[src/rtl/fetch_unit.sv]
// Instruction fetch: owns the PC, drives a hold-until-ok bus request, feeds decode through a 1-entry skid.
// Latency bus+1; stall holds f_*, parks one response in the skid. Define FETCH_MISALIGN_EN to trap misaligned redirects.
module fetch_unit #(
  parameter logic [63:0] RESET_PC  = 64'h0000_0000_8000_0000,
  parameter logic [31:0] INSTR_NOP = 32'h0000_0013
) (
  input  logic        clk,
  input  logic        reset,
  output logic        ireq_valid,
  output logic [63:0] ireq_addr,
  input  logic        iresp_ok,
  input  logic [31:0] iresp_data,
  input  logic        redirect_valid,
  input  logic [63:0] redirect_pc,
  input  logic        stall,
  output logic        f_valid,
  output logic [63:0] f_pc,
  output logic [31:0] f_instr,
  output logic        f_excp,
  output logic [63:0] last_pc
);

  typedef enum logic [1:0] {FETCH = 2'd0, HOLD = 2'd1, DRAIN = 2'd2} state_t;

  state_t      state, state_nxt;
  logic        started;
  logic [63:0] pc;
  logic [63:0] pend_pc;
  logic        pend_bad;
  logic        skid_vld;
  logic [63:0] skid_pc;
  logic [31:0] skid_instr;

  logic [63:0] rpc;
  logic        rpc_bad;
  logic        consume;
  logic        resp_take;
  logic        redir_defer;
  logic        excp_load;
  logic [63:0] excp_pc;

`ifdef FETCH_MISALIGN_EN
  logic f_excp_q;
  assign rpc     = redirect_pc;
  assign rpc_bad = |redirect_pc[1:0];
  assign f_excp  = f_excp_q;
`else
  logic unused_rpc_lo;
  assign unused_rpc_lo = ^redirect_pc[1:0];
  assign rpc     = {redirect_pc[63:2], 2'b00};
  assign rpc_bad = 1'b0;
  assign f_excp  = 1'b0;
`endif

  assign consume   = f_valid & ~stall;
  assign resp_take = ireq_valid & iresp_ok;
  // A redirect against a request still in flight must wait for its ok before the bus address can change.
  assign redir_defer = redirect_valid & ~iresp_ok &
                       (((state == FETCH) & started) | (state == DRAIN));
  assign excp_load = redirect_valid ? (~redir_defer & rpc_bad)
                                    : ((state == DRAIN) & iresp_ok & pend_bad);
  assign excp_pc   = redirect_valid ? rpc : pend_pc;
  assign last_pc   = pc;

  always_ff @(posedge clk or negedge reset) begin
    if (!reset) state <= FETCH;
    else        state <= state_nxt;
  end

  always_comb begin
    state_nxt = state;
    if (redirect_valid) begin
      if (redir_defer)  state_nxt = DRAIN;
      else if (rpc_bad) state_nxt = HOLD;
      else              state_nxt = FETCH;
    end else begin
      case (state)
        FETCH:   if (resp_take && f_valid && stall) state_nxt = HOLD;
        HOLD:    if (consume && skid_vld) state_nxt = FETCH;
        DRAIN:   if (iresp_ok) state_nxt = pend_bad ? HOLD : FETCH;
        default: state_nxt = FETCH;
      endcase
    end
  end

  always_comb begin
    ireq_valid = 1'b0;
    ireq_addr  = pc;
    case (state)
      FETCH:   ireq_valid = started;
      DRAIN:   ireq_valid = 1'b1;
      default: ireq_valid = 1'b0;
    endcase
  end

  always_ff @(posedge clk or negedge reset) begin
    if (!reset) begin
      started    <= 1'b0;
      pc         <= RESET_PC;
      pend_pc    <= '0;
      pend_bad   <= 1'b0;
      f_valid    <= 1'b0;
      f_pc       <= '0;
      f_instr    <= INSTR_NOP;
      skid_vld   <= 1'b0;
      skid_pc    <= '0;
      skid_instr <= INSTR_NOP;
    end else begin
      started <= 1'b1;
      if (consume) f_valid <= 1'b0;
      if (redirect_valid) begin
        f_valid  <= 1'b0;
        skid_vld <= 1'b0;
        if (redir_defer) begin
          pend_pc  <= rpc;
          pend_bad <= rpc_bad;
        end else begin
          pc <= rpc;
        end
      end else begin
        case (state)
          FETCH: if (resp_take) begin
            pc <= pc + 64'd4;
            if (!f_valid || consume) begin
              f_valid <= 1'b1;
              f_pc    <= pc;
              f_instr <= iresp_data;
            end else begin
              skid_vld   <= 1'b1;
              skid_pc    <= pc;
              skid_instr <= iresp_data;
            end
          end
          HOLD: if (consume && skid_vld) begin
            f_valid  <= 1'b1;
            f_pc     <= skid_pc;
            f_instr  <= skid_instr;
            skid_vld <= 1'b0;
          end
          DRAIN: if (iresp_ok) pc <= pend_pc;
          default: ;
        endcase
      end
      // A trapped redirect parks in HOLD with an empty skid, so it stays there until the next redirect.
      if (excp_load) begin
        f_valid <= 1'b1;
        f_pc    <= excp_pc;
        f_instr <= INSTR_NOP;
      end
    end
  end

`ifdef FETCH_MISALIGN_EN
  always_ff @(posedge clk or negedge reset) begin
    if (!reset) begin
      f_excp_q <= 1'b0;
    end else begin
      if (consume || redirect_valid) f_excp_q <= 1'b0;
      if (excp_load)                 f_excp_q <= 1'b1;
    end
  end
`endif

endmodule

[config.mk]
export PLATFORM = sky130hd
export DESIGN_NAME = fetch_unit
export DESIGN_NICKNAME = d
export VERILOG_FILES = /design/src/rtl/fetch_unit.sv
export SDC_FILE = /design/constraint.sdc
export NUM_CORES = 1
export LEC_CHECK = 0
export ABC_AREA = 0
export BUFFER_PORTS_ARGS = -buffer_cell sky130_fd_sc_hd__buf_2
export CAP_MARGIN = 20
export CORE_ASPECT_RATIO = 1.4
export CORE_MARGIN = 2
export CORE_UTILIZATION = 35
export CTS_BUF_LIST = sky130_fd_sc_hd__clkbuf_16
export DETAILED_ROUTE_END_ITERATION = 16
export HOLD_SLACK_MARGIN = 0.1
export PLACE_DENSITY = 0.56
export SETUP_SLACK_MARGIN = 0.05
export SLEW_MARGIN = 20
export SYNTH_ARGS = -nofsm -noshare
export SYNTH_HDL_FRONTEND = slang
export SYNTH_SLANG_ARGS = --single-unit
[constraint.sdc]
create_clock -name clk -period 2.96 [get_ports clk]
set_input_delay 0.296 -clock clk [delete_from_list [all_inputs] [get_ports clk]]
set_output_delay 0.296 -clock clk [all_outputs]
set_load 0.02 [all_outputs]
Word-level counts from Yosys, hierarchy flattened
Index checks and enable logic that the tools add are counted.
{ "classes": {"n_reduce_logical": 15, "muxes": 33, "n_addsub": 1, "bitwise": 10, "n_eq_ne": 11} }
{ "op_table": {"columns": ["cell", "n"], "rows": [
  ["64-bit 2-to-1 mux", 8],
  ["64-bit one-hot mux with 2 select lines", 2],
  ["32-bit 2-to-1 mux", 4],
  ["64-bit by 3-bit adder with 64-bit output, second input constant", 1],
  ["32-bit one-hot mux with 2 select lines", 1],
  ["3-bit != test, second input constant", 4],
  ["4-bit AND reduction", 3],
  ["2-bit 2-to-1 mux", 5],
  ["1-bit 2-to-1 mux", 9],
  ["3-bit nonzero test", 3],
  ["2-bit != test, second input constant", 3],
  ["1-bit one-hot mux with 2 select lines", 3],
  ["2-bit one-hot mux with 3 select lines", 1],
  ["1-bit bitwise AND", 5],
  ["5-bit AND reduction", 1],
  ["1-bit NOT", 4],
  ["1-bit logical AND", 3],
  ["3-bit by 2-bit != test with 1-bit output, second input constant", 1],
  ["3-bit AND reduction", 1],
  ["2-bit by 1-bit equality test with 1-bit output, second input constant", 1],
  ["2-bit equality test, second input constant", 1],
  ["2-bit logical NOT", 1],
  ["2-bit by 1-bit != test with 1-bit output, second input constant", 1],
  ["2-bit AND reduction", 1],
  ["other kinds (3)", 3]
]} }
{ "totals": {"wordCells": 80, "output_inout_bits": 227, "reg_bits": 323, "inputBits": 101} }

Depth between registers and ports, before layout
Gate-level depths: netlist of run 1.
{ "depth": {"ltp_word": 8, "mapped_depth": 10, "depth_no_buf": 6} }

Worst setup path before layout of run 1
No wires, ideal clock.
{ "synth_path": {"kind": "register to register", "from": "register pc[3], in the netlist ireq_addr[3]", "to": "register pc[52], in the netlist ireq_addr[52]", "path_stages_with_launch": 8, "t_arrival_ps": 2528, "setup_time_ps": 126, "setup_slack_ps": 305, "period_less_slack_ps": 2655, "n_path_buf": 1, "t_required_ps": 2834, "path_cell_list": "dfrtp_1 ha_1 nand4_4 or4_1 buf_2 nor4_4 mux2i_1 a311o_1"} }
{ "synth_via": {"elab_chain_cells": 4} }
{ "synth_lines": {"columns": ["item", "line", "text"], "rows": [
  ["from (decl)", "27", "logic [63:0] pc;"],
  ["from (signal assigned)", "118", "pc <= rpc;"],
  ["from (signal assigned)", "123", "pc <= pc + 64'd4;"],
  ["from (signal assigned)", "140", "DRAIN: if (iresp_ok) pc <= pend_pc;"],
  ["64-bit by 3-bit adder with 64-bit output", "123", null],
  ["64-bit 2-to-1 mux", "122", "FETCH: if (resp_take) begin"],
  ["64-bit one-hot mux with 2 select lines", "121", "case (state)"],
  ["64-bit 2-to-1 mux", "111", "if (redirect_valid) begin"]
]} }
No other way between the ends. The select of a mux whose other input is x is not followed.
A chain may end at the register's enable or synchronous reset.

Worst setup path in the final report of run 1
{ "layout_path": {"from": "register pc[2], in the netlist ireq_addr[2]", "to": "register pc[50], in the netlist ireq_addr[50]"} }
Same word-level chain as after synthesis.

==> results of run 1 <==
==> per-stage QoR <==
step | hold WS, ns | setup slack, ns | total power [mW] | area [µm²] | util [%]
2_1_floorplan | 0.000409 | 0.305 | 8.63 | 16300 | -
3_3_place_gp | 0.338 | 0.340 | 9.81 | 18300 | 39.8
3_5_place_dp | 0.351 | 0.277 | 9.92 | 18300 | 39.8
4_1_cts | 0.379 | 0.256 | 14.8 | 20500 | 44.5
5_1_grt | 0.405 | 0.0922 | 15.4 | 20500 | 44.5
6_report | 0.346 | 0.284 | 14.6 | 20500 | 44.5
==> worst max-delay path by stage <==
stage,startpoint,endpoint,slack (ns),cells past startpoint
2_1_floorplan,ireq_addr[3]$_DFFE_PN0P_,ireq_addr[52]$_DFFE_PN0P_,0.31,7
3_3_place_gp,ireq_addr[2]$_DFFE_PN0P_,ireq_addr[50]$_DFFE_PN0P_,0.34,7
3_5_place_dp,ireq_addr[2]$_DFFE_PN0P_,ireq_addr[50]$_DFFE_PN0P_,0.28,7
4_1_cts,ireq_addr[2]$_DFFE_PN0P_,ireq_addr[50]$_DFFE_PN0P_,0.26,7
5_1_grt,ireq_addr[2]$_DFFE_PN0P_,ireq_addr[44]$_DFFE_PN0P_,0.09,6
6_report,ireq_addr[2]$_DFFE_PN0P_,ireq_addr[50]$_DFFE_PN0P_,0.28,7
==> critical path, delay by kind of cell, from the launching register on <==
kind | cells | cell delay, ns
AOI/OAI and AO/OA | 1 | 0.11
adders and majority gates | 1 | 0.28
buffers and inverters | 1 | 0.24
DFF | 1 | 0.35
muxes | 1 | 0.35
and+or+nand+nor | 3 | 1.26
==> cells by family after synthesis <==
| group | share of synthesized area [%] |
|---|---|
| flops | 48.9 |
| xor+xnor | 0.593 |
| compound gates | 11.9 |
| other cells | 0.0462 |
| buf+inv | 6.66 |
| mux | 17.1 |
| simple gates | 14.8 |
| fa+ha+maj | 0.0770 |
==> synth_stat cells (all sizes together) (3+ instances only) <==
library cell | n | area (µm²)
clkbuf | 98 | 368
nand4 | 31 | 221
dfstp | 7 | 184
a211oi | 10 | 75.1
xor2 | 6 | 52.6
o31a | 4 | 35.0
and2 | 11 | 68.8
o21ai | 58 | 290
nor2b | 5 | 31.3
nand4b | 6 | 52.6
a221o | 3 | 30.0
nor3 | 27 | 135
mux2 | 163 | 1840
a31oi | 18 | 113
nor4 | 20 | 140
dfrtp | 310 | 7760
buf | 101 | 664
o211ai | 15 | 113
o21a | 5 | 37.5
a21oi | 164 | 821
a211o | 3 | 26.3
o31ai | 3 | 22.5
or4 | 9 | 67.6
xnor2 | 5 | 43.8
nand3b | 7 | 52.6
o2bb2ai | 3 | 26.3
o22ai | 5 | 31.3
nand3 | 56 | 293
nand2b | 13 | 81.3
or3 | 7 | 43.8
a311oi | 3 | 26.3
o2111ai | 4 | 35.0
and4 | 4 | 36.3
and3 | 28 | 175
inv | 11 | 41.3
a311o | 3 | 30.0
mux2i | 94 | 941
nor2 | 149 | 559
nand2 | 92 | 345
==> per-layer routing <==
layer	track usage (%)	wire [µm]	vias up
met5	0	24	-
met4	7.02	1510	4
met3	3.06	2250	92
met2	35.0	24400	354
met1	24.1	19600	6683
li1	-	-	6326
==> flip-flops by register name (all words and copies together) (netlist names) <==
signal	count
pend_pc	62
started	1
state	2
skid_pc	62
skid_instr	32
ireq_addr	62
skid_vld	1
f_instr	32
f_valid	1
f_pc	62
==> power by group <==
group	total (mW)	internal (mW)	switching (mW)
Sequential	6.03	5.25	0.784
Combinational	3.89	1.57	2.32
Clock	4.66	2.79	1.87
Total	14.6	9.61	4.98
==> final cells by class <==
type	count	area, µm²	area share (%)
Tap cell	617	772	3.77
Antenna cell	4	10.0	0.0489
Clock inverter	26	278	1.36
Multi-Input combinational cell	1078	7310	35.7
Timing Repair Buffer	483	3190	15.6
Sequential cell	317	7940	38.8
Clock buffer	37	926	4.52
Inverter	13	48.8	0.238
==> results.json, run 1 <==
{
  "clk_path_buf_depth": 3,
  "arrival_ns": 3.11,
  "drt_wl_total_um": 47900,
  "setup_tns_ns": 0,
  "synth_area_per_cell_um2": 10.1,
  "maxCapViolCount": 0,
  "placement.io_buffers": 318,
  "clock_skew_ns": 0.0159,
  "r2r_start": "ireq_addr[2]$_DFFE_PN0P_",
  "ys_seq_elements": 317,
  "reg2reg_slack_ns": 0.28,
  "crit_chain": "ha_1 > nand4_4 > or4_1 > nor4_4 > buf_4 > mux2_2 > o2111ai_1",
  "ys_async_sr_fraction_pct": 100,
  "tritoncts": "yes",
  "crit_type": "register to register",
  "synth_flop_cell": "dfrtp_1",
  "rsz0062_at_grt": "no",
  "worst_pin_slew_ns": 0.986,
  "path_max_fanout": 9,
  "dr.pass1.iters": 8,
  "nFillCells": 4456,
  "antenna_found_initial": 6,
  "fp.dieW_um": 186,
  "yosysSeqAreaShare_pct": 48.9,
  "clk_latency_ns": 0.53,
  "pin_count": 328,
  "cts_buffers": 36,
  "crit_path_end_kind": "register",
  "die_h_um": 259,
  "reg2reg_depth": 7,
  "hold_class": "input port to asynchronous set/reset pin",
  "root_buffer": "clkbuf_16",
  "power_density_mw_per_mm2": 713,
  "nets": 2031,
  "layout_common_cells": "buf_2, dfrtp_1, a21oi_1, mux2_2, nor2_1",
  "vias": 13500,
  "maxSlewHeadroom_pct": 34.3,
  "hold_viol": 0,
  "r2r_end": "ireq_addr[50]$_DFFE_PN0P_",
  "slew_viol_final": 0,
  "syn_inst": 1601,
  "num_rows": 93,
  "grt_pass1_wl_um": 75400,
  "track_usage_pct": 19.8,
  "p_leak_nw": 8.81,
  "min_period_ns": 2.68,
  "dp_hpwl_um": 32100,
  "grt_overflow": 0,
  "ir_worst_vdd_uv": 379,
  "fmax_mhz": 374,
  "wire_per_inst_um": 18.6,
  "final_common_cell": "buf_2",
  "gp_congestion": 0.839,
  "start_kind": "register",
  "crit_slowest_cell": "or4_1",
  "initial_core_util_pct": 35.3,
  "route.detailed.drc": 0,
  "synth_edf_count": 0,
  "cts_max_level": 2,
  "yosysWarnings": 0,
  "via_per_inst": 5.23,
  "grt_pass1_vias": 13400,
  "holdBufCountCts": 98,
  "final_cells": 2575,
  "post-route-period-util_pct": 90.4,
  "clk_pin_slew_ns": 0.06,
  "setup_viol": 0,
  "synthesis.area_mm2": 0.0162,
  "post_cts_buffers": 0,
  "status": "complete, no violations",
  "cts_resized": 0,
  "ant_nets": 0,
  "final_layout_size_suffix_gt1_share_pct": 32.0,
  "synth.distinct_cells": 75,
  "synthToLayoutAreaGrowth_pct": 26.1,
  "required_ns": 3.40,
  "max_stage_delay_ns": 0.78,
  "core_area_mm2": 0.0460,
  "die_area_mm2": 0.0482,
  "grt_start_max_net_pins": 145,
  "cts_sinks": 317,
  "place_inst": 2410,
  "first_iter_violations": 648
}
(Power assumes the default switching activity.)
==> run 2, diff against run 1 <==
--- a/config.mk
+++ b/config.mk
@@ -11,7 +11,6 @@
 export CORE_ASPECT_RATIO = 1.4
 export CORE_MARGIN = 2
 export CORE_UTILIZATION = 35
-export CTS_BUF_LIST = sky130_fd_sc_hd__clkbuf_16
 export DETAILED_ROUTE_END_ITERATION = 16
 export HOLD_SLACK_MARGIN = 0.1
 export PLACE_DENSITY = 0.56
==> run 2 against run 1 <==
  * Final area is 0.44% higher
  * Sequential share of layout area is 0.17 points lower
  * Sequential power hardly changed
  * Utilization is 0.20 points higher
  * Flip-flop and latch count stayed put
  * Routed wire length is 0.26% higher
  * Fmax is 0.31% higher
  * Final cell count stayed put
  * Largest power group unchanged
==> results.json, run 2 (synthesized netlist as in run 1, its figures left out) <==
{
  "wl_met1_um": 19600,
  "holdBufCountCts": 98,
  "crit_path_end_kind": "register",
  "crit_family": "simple AND/OR/NAND/NOR gates",
  "die_h_um": 259,
  "reg2reg_depth": 7,
  "layout_common_cells": "buf_2, dfrtp_1, a21oi_1, mux2_2, nor2_1",
  "setup_tns_ns": 0,
  "route.detailed.drc": 0,
  "post-route-period-util_pct": 90.1,
  "nets": 2031,
  "dr.pass1.iters": 5,
  "final_layout_size_suffix_gt1_share_pct": 32.4,
  "die_area_mm2": 0.0482,
  "maxSlewHeadroom_pct": 33.4,
  "r2r_end": "ireq_addr[50]$_DFFE_PN0P_",
  "place_inst": 2410,
  "max_stage_delay_ns": 0.78,
  "root_buffer": "clkbuf_16",
  "arrival_ns": 3.10,
  "initial_core_util_pct": 35.3,
  "drt_wl_total_um": 48000,
  "worst_pin_slew_ns": 1.00,
  "route.met2.wl_um": 24500,
  "start_kind": "register",
  "path_depth": 7,
  "tritoncts": "yes",
  "hold_class": "input port to asynchronous set/reset pin",
  "pin_count": 328,
  "min_period_ns": 2.67,
  "setup_viol": 0,
  "power_density_mw_per_mm2": 721,
  "nFillCells": 4446,
  "via_per_inst": 5.23,
  "crit_chain": "ha_1 > nand4_4 > or4_1 > nor4_4 > buf_4 > mux2_2 > o2111ai_1",
  "placement.io_buffers": 318,
  "clock_skew_ns": 0.0151,
  "core_area_mm2": 0.0460,
  "seqCellArea_mm2": 0.00794,
  "track_usage_pct": 19.8,
  "grt_overflow": 0,
  "setup_ws_ns": 0.292,
  "grt_pass1_vias": 13400,
  "antenna_found_initial": 6,
  "reg2reg_slack_ns": 0.29,
  "slew_viol_final": 0,
  "crit_slowest_cell": "or4_1",
  "status": "complete, no violations",
  "synthToLayoutAreaGrowth_pct": 26.6,
  "wl_met3_um": 2430,
  "required_ns": 3.39,
  "ant_nets": 0,
  "post_cts_buffers": 0,
  "crit_type": "register to register",
  "cts_resized": 0,
  "maxCapViolCount": 0,
  "grt_start_max_net_pins": 145,
  "path_max_fanout": 9,
  "dp_hpwl_um": 32100,
  "vias": 13500,
  "rsz0062_at_grt": "no",
  "wire_per_inst_um": 18.6,
  "final_common_cell": "buf_2",
  "topRoutingLayerUsed": "met5",
  "final_area_mm2": 0.0206,
  "clk_latency_ns": 0.53,
  "cts_sinks": 317,
  "fp.dieW_um": 186,
  "gp_congestion": 0.839,
  "clk_path_buf_depth": 3,
  "num_rows": 93,
  "grt_pass1_wl_um": 75500,
  "ir_worst_vdd_uv": 390,
  "cts_buffers": 36,
  "final_cells": 2575,
  "multi_input_area_mm2": 0.00731,
  "p_leak_nw": 8.84,
  "r2r_start": "ireq_addr[2]$_DFFE_PN0P_",
  "cts_max_level": 2,
  "hold_viol": 0,
  "fmax_mhz": 375,
  "clk_pin_slew_ns": 0.06,
  "p_total_mw": 14.8,
  "first_iter_violations": 701,
  "cp.buffers_inverters": 1,
  "dp_slack_ns": 0.277,
  "post_dp_cell_area_mm2": 0.0183
}
run 2: cell types whose count changed in the layout (fill, tap and decap cells not counted):
cell      before  now
clkbuf_1       0    4
clkbuf_8       0    9
inv_1         15   11
clkinv_1      11    2
run 2: power by group:
group | internal [mW] | switching (mW)
clock | 3.04 | 1.87
combinational | 1.57 | 2.32
sequential | 5.25 | 0.784
total | 9.86 | 4.98
run 2: final cells by class:
cell class	instances	area share, %
Timing Repair Buffer	483	15.5
Tap cell	617	3.75
Clock inverter	13	1.11
Antenna cell	4	0.0487
Sequential cell	317	38.6
Clock buffer	50	5.18
Inverter	13	0.237
Multi-Input combinational cell	1078	35.6
run 2: how the worst max path moves through the flow:
stage	from	end	slack, ns
2_1_floorplan	ireq_addr[3]$_DFFE_PN0P_	ireq_addr[52]$_DFFE_PN0P_	0.31
3_3_place_gp	ireq_addr[2]$_DFFE_PN0P_	ireq_addr[50]$_DFFE_PN0P_	0.34
3_5_place_dp	ireq_addr[2]$_DFFE_PN0P_	ireq_addr[50]$_DFFE_PN0P_	0.28
4_1_cts	ireq_addr[2]$_DFFE_PN0P_	ireq_addr[50]$_DFFE_PN0P_	0.26
5_1_grt	ireq_addr[2]$_DFFE_PN0P_	ireq_addr[44]$_DFFE_PN0P_	0.08
6_report	ireq_addr[2]$_DFFE_PN0P_	ireq_addr[50]$_DFFE_PN0P_	0.29
run 2: layer usage:
layer  vias to the layer above  global-route usage (%)
li1                       6329                       -
met1                      6658                    24.2
met2                       389                    34.9
met3                        90                    3.15
met4                         4                    6.96
met5                         -                       0
run 2: stage by stage:
| stage | util (%) | hold slack, ns |
|---|---|---|
| 6_report | 44.7 | 0.355 |
| 5_1_grt | 44.7 | 0.410 |
| 4_1_cts | 44.7 | 0.381 |
| 3_5_place_dp | 39.8 | 0.351 |
| 3_3_place_gp | 39.8 | 0.338 |
| 2_1_floorplan | - | 0.000409 |
run 2: worst register-to-register path, stage by stage (launching register included):
cell and delay, ns:
dfrtp_1 0.35, ha_1 0.28, nand4_4 0.17, or4_1 0.78, nor4_4 0.31, buf_4 0.23, mux2_2 0.35, o2111ai_1 0.11
==> run 3, diff against run 2 <==
--- a/config.mk
+++ b/config.mk
@@ -5,7 +5,7 @@
 export SDC_FILE = /design/constraint.sdc
 export NUM_CORES = 1
 export LEC_CHECK = 0
-export ABC_AREA = 0
+export ABC_AREA = 1
 export BUFFER_PORTS_ARGS = -buffer_cell sky130_fd_sc_hd__buf_2
 export CAP_MARGIN = 20
 export CORE_ASPECT_RATIO = 1.4
==> run 3 against run 2 <==
  * Combinational power is 19% higher
  * Worst setup slack better by 0.18 ns
  * Final cell count is 26% higher
  * Final area is 0.40% higher
  * Clock skew hardly changed
  * Synthesized cell count is 42% higher
  * Critical endpoint is now ireq_addr[31]$_DFFE_PN1P_
  * Largest cell class unchanged
  * Largest power group unchanged
==> results.json, run 3 <==
{
  "status": "complete, no violations",
  "hold_viol": 0,
  "ir_worst_vdd_uv": 400,
  "max_stage_delay_ns": 0.59,
  "setup_ws_ns": 0.469,
  "die_area_mm2": 0.0495,
  "num_rows": 94,
  "clk_latency_ns": 0.54,
  "rsz0062_at_grt": "no",
  "seqCellArea_mm2": 0.00794,
  "core_area_mm2": 0.0470,
  "start_kind": "register",
  "synth_top_area_share_pct": 46.5,
  "vias": 15700,
  "initial_core_util_pct": 35.5,
  "power_density_mw_per_mm2": 746,
  "ys_seq_elements": 317,
  "gp_congestion": 0.905,
  "grt_pass1_vias": 14800,
  "synth_area_per_cell_um2": 7.33,
  "placement.io_buffers": 318,
  "antenna_found_initial": 0,
  "slew_viol_final": 0,
  "crit_chain": "nand3_1 > nor2_1 > nand3_1 > nor2_1 > nand2_1 > a21oi_1 > o21ai_0 > nand2_1",
  "layout_common_cells": "nand2_1, buf_2, dfrtp_1, o21ai_0, inv_1",
  "worst_pin_slew_ns": 0.864,
  "maxCapViolCount": 0,
  "drt_wl_total_um": 54700,
  "setup_viol": 0,
  "crit_path_end_kind": "register",
  "final_area_mm2": 0.0206,
  "die_h_um": 262,
  "synthToLayoutAreaGrowth_pct": 23.7,
  "yosysWarnings": 0,
  "dp_hpwl_um": 38500,
  "yosysSeqAreaShare_pct": 47.6,
  "holdWs_ns": 0.119,
  "antenna_cells": 0,
  "synthesis.area_mm2": 0.0167,
  "clock_skew_ns": 0.0153,
  "cts_buffers": 35,
  "p_total_mw": 15.4,
  "cts_max_level": 2,
  "nFillCells": 4815,
  "first_iter_violations": 1047,
  "post-route-period-util_pct": 84.2,
  "synth_area_leaders": "dfrtp_1, nand2_1, o21ai_0",
  "track_usage_pct": 21.9,
  "crit_slowest_cell": "dfrtp_1",
  "required_ns": 3.44,
  "maxSlewHeadroom_pct": 42.4,
  "tritoncts": "yes",
  "ant_nets": 0,
  "fmax_mhz": 401,
  "final_layout_size_suffix_gt1_share_pct": 16.2,
  "grt_start_max_net_pins": 126,
  "arrival_ns": 2.97,
  "fp.dieW_um": 189,
  "dp_slack_ns": 0.603,
  "synth.distinct_cells": 32,
  "final_cells": 3234,
  "pin_count": 328,
  "yosysTopAreaCell": "dfrtp_1",
  "synthTopCellsByCount": "nand2_1, dfrtp_1, o21ai_0",
  "route.detailed.drc": 0,
  "crit_type": "register to register",
  "via_per_inst": 4.86,
  "p_leak_nw": 10.4,
  "syn_inst": 2277,
  "dr.pass1.iters": 6,
  "cts_sinks": 317,
  "clk_pin_slew_ns": 0.06,
  "post_dp_cell_area_mm2": 0.0186,
  "hold_class": "input port to register",
  "yosysMostFrequentCell": "nand2_1",
  "setup_tns_ns": 0,
  "ys_async_sr_fraction_pct": 100,
  "grt_overflow": 0,
  "multi_input_area_mm2": 0.00700,
  "cts_resized": 0,
  "post-route-util_pct": 43.9,
  "clk_path_buf_depth": 3,
  "grt_pass1_wl_um": 85600,
  "wire_per_inst_um": 16.9,
  "root_buffer": "clkbuf_16",
  "path_max_fanout": 8,
  "final_common_cell": "nand2_1",
  "place_inst": 3075,
  "nets": 2686,
  "synth_edf_count": 0,
  "synth_flop_cell": "dfrtp_1",
  "min_period_ns": 2.49
}
==> run 3: cell count changes in the layout (fill, tap and decap cells not counted), sizes merged, moves of 36 or more <==
cell / before / now
o21ai: 58 / 265
buf: 385 / 349
mux2: 163 / 1
o21a: 5 / 94
mux2i: 94 / 0
inv: 12 / 227
nand2: 92 / 803
a21oi: 164 / 98
==> run 3: area by class of cell <==
type | instances | share of cell area, %
sequential | 317 | 38.5
multi-input combinational | 1560 | 33.9
timing repair buffer | 445 | 14.3
clock buffer | 53 | 5.01
inverter | 225 | 4.09
tap | 624 | 3.78
clock inverter | 10 | 0.485
==> run 3: path summary, 6_finish.rpt <==
check                                              start                         to  slack [ns]  depth (start not counted)
worst max-delay path            ireq_addr[3]$_DFFE_PN0P_  ireq_addr[31]$_DFFE_PN1P_        0.47                          8
worst min-delay path                     redirect_pc[47]    pend_pc[47]$_DFFE_PN0P_        0.12                          3
worst max register to register  ireq_addr[3]$_DFFE_PN0P_  ireq_addr[31]$_DFFE_PN1P_        0.47                          8
worst min register to register    pend_pc[3]$_DFFE_PN0P_     pend_pc[3]$_DFFE_PN0P_        0.47                          2
max in group asynchronous                          reset     f_instr[4]$_DFFE_PN1P_        1.73                          3
min in group asynchronous                          reset   ireq_addr[3]$_DFFE_PN0P_        0.33                          2
==> run 3: per-layer routing <==
| metal | vias to the layer above | part of all wire (%) | GRT usage, % |
|---|---|---|---|
| met1 | 7388 | 44 | 29.6 |
| met4 | 0 | 4.3 | 9.14 |
| met2 | 523 | 47 | 35.7 |
| li1 | 7714 | - | - |
| met3 | 102 | 5.4 | 2.59 |
| met5 | - | 0 | 0 |
==> run 3: timing repair <==
| action | in CTS | in global routing |
|---|---|---|
| hold endpoints to repair | 182 | 0 |
| setup buffers | 0 | 0 |
| hold buffers | 96 | 0 |
| endpoints found under the setup margin | 0 | 0 |
==> run 3: worst max-delay path, delay by kind of cell (launching register included) <==
family,cells,cell delay (ns)
and+or+nand+nor,6,1.38
AOI/OAI and AO/OA,2,0.45
DFF,1,0.59
==> run 3: cells by family after synthesis <==
family	count (synthesis)	share of synthesized area (%)
AOI/OAI and AO/OA	478	16.0
xor gates and xnor gates	16	0.840
adders and majority gates	1	0.0750
buffers and inverters	406	10.8
DFF	317	47.6
muxes	1	0.0675
other	2	0.0450
and+or+nand+nor	1056	24.6
==> run 3: power by group <==
| group | internal, mW | switching (mW) | total [mW] |
|---|---|---|---|
| registers | 5.47 | 0.935 | 6.40 |
| logic | 1.63 | 2.99 | 4.62 |
| clock network | 2.52 | 1.86 | 4.38 |
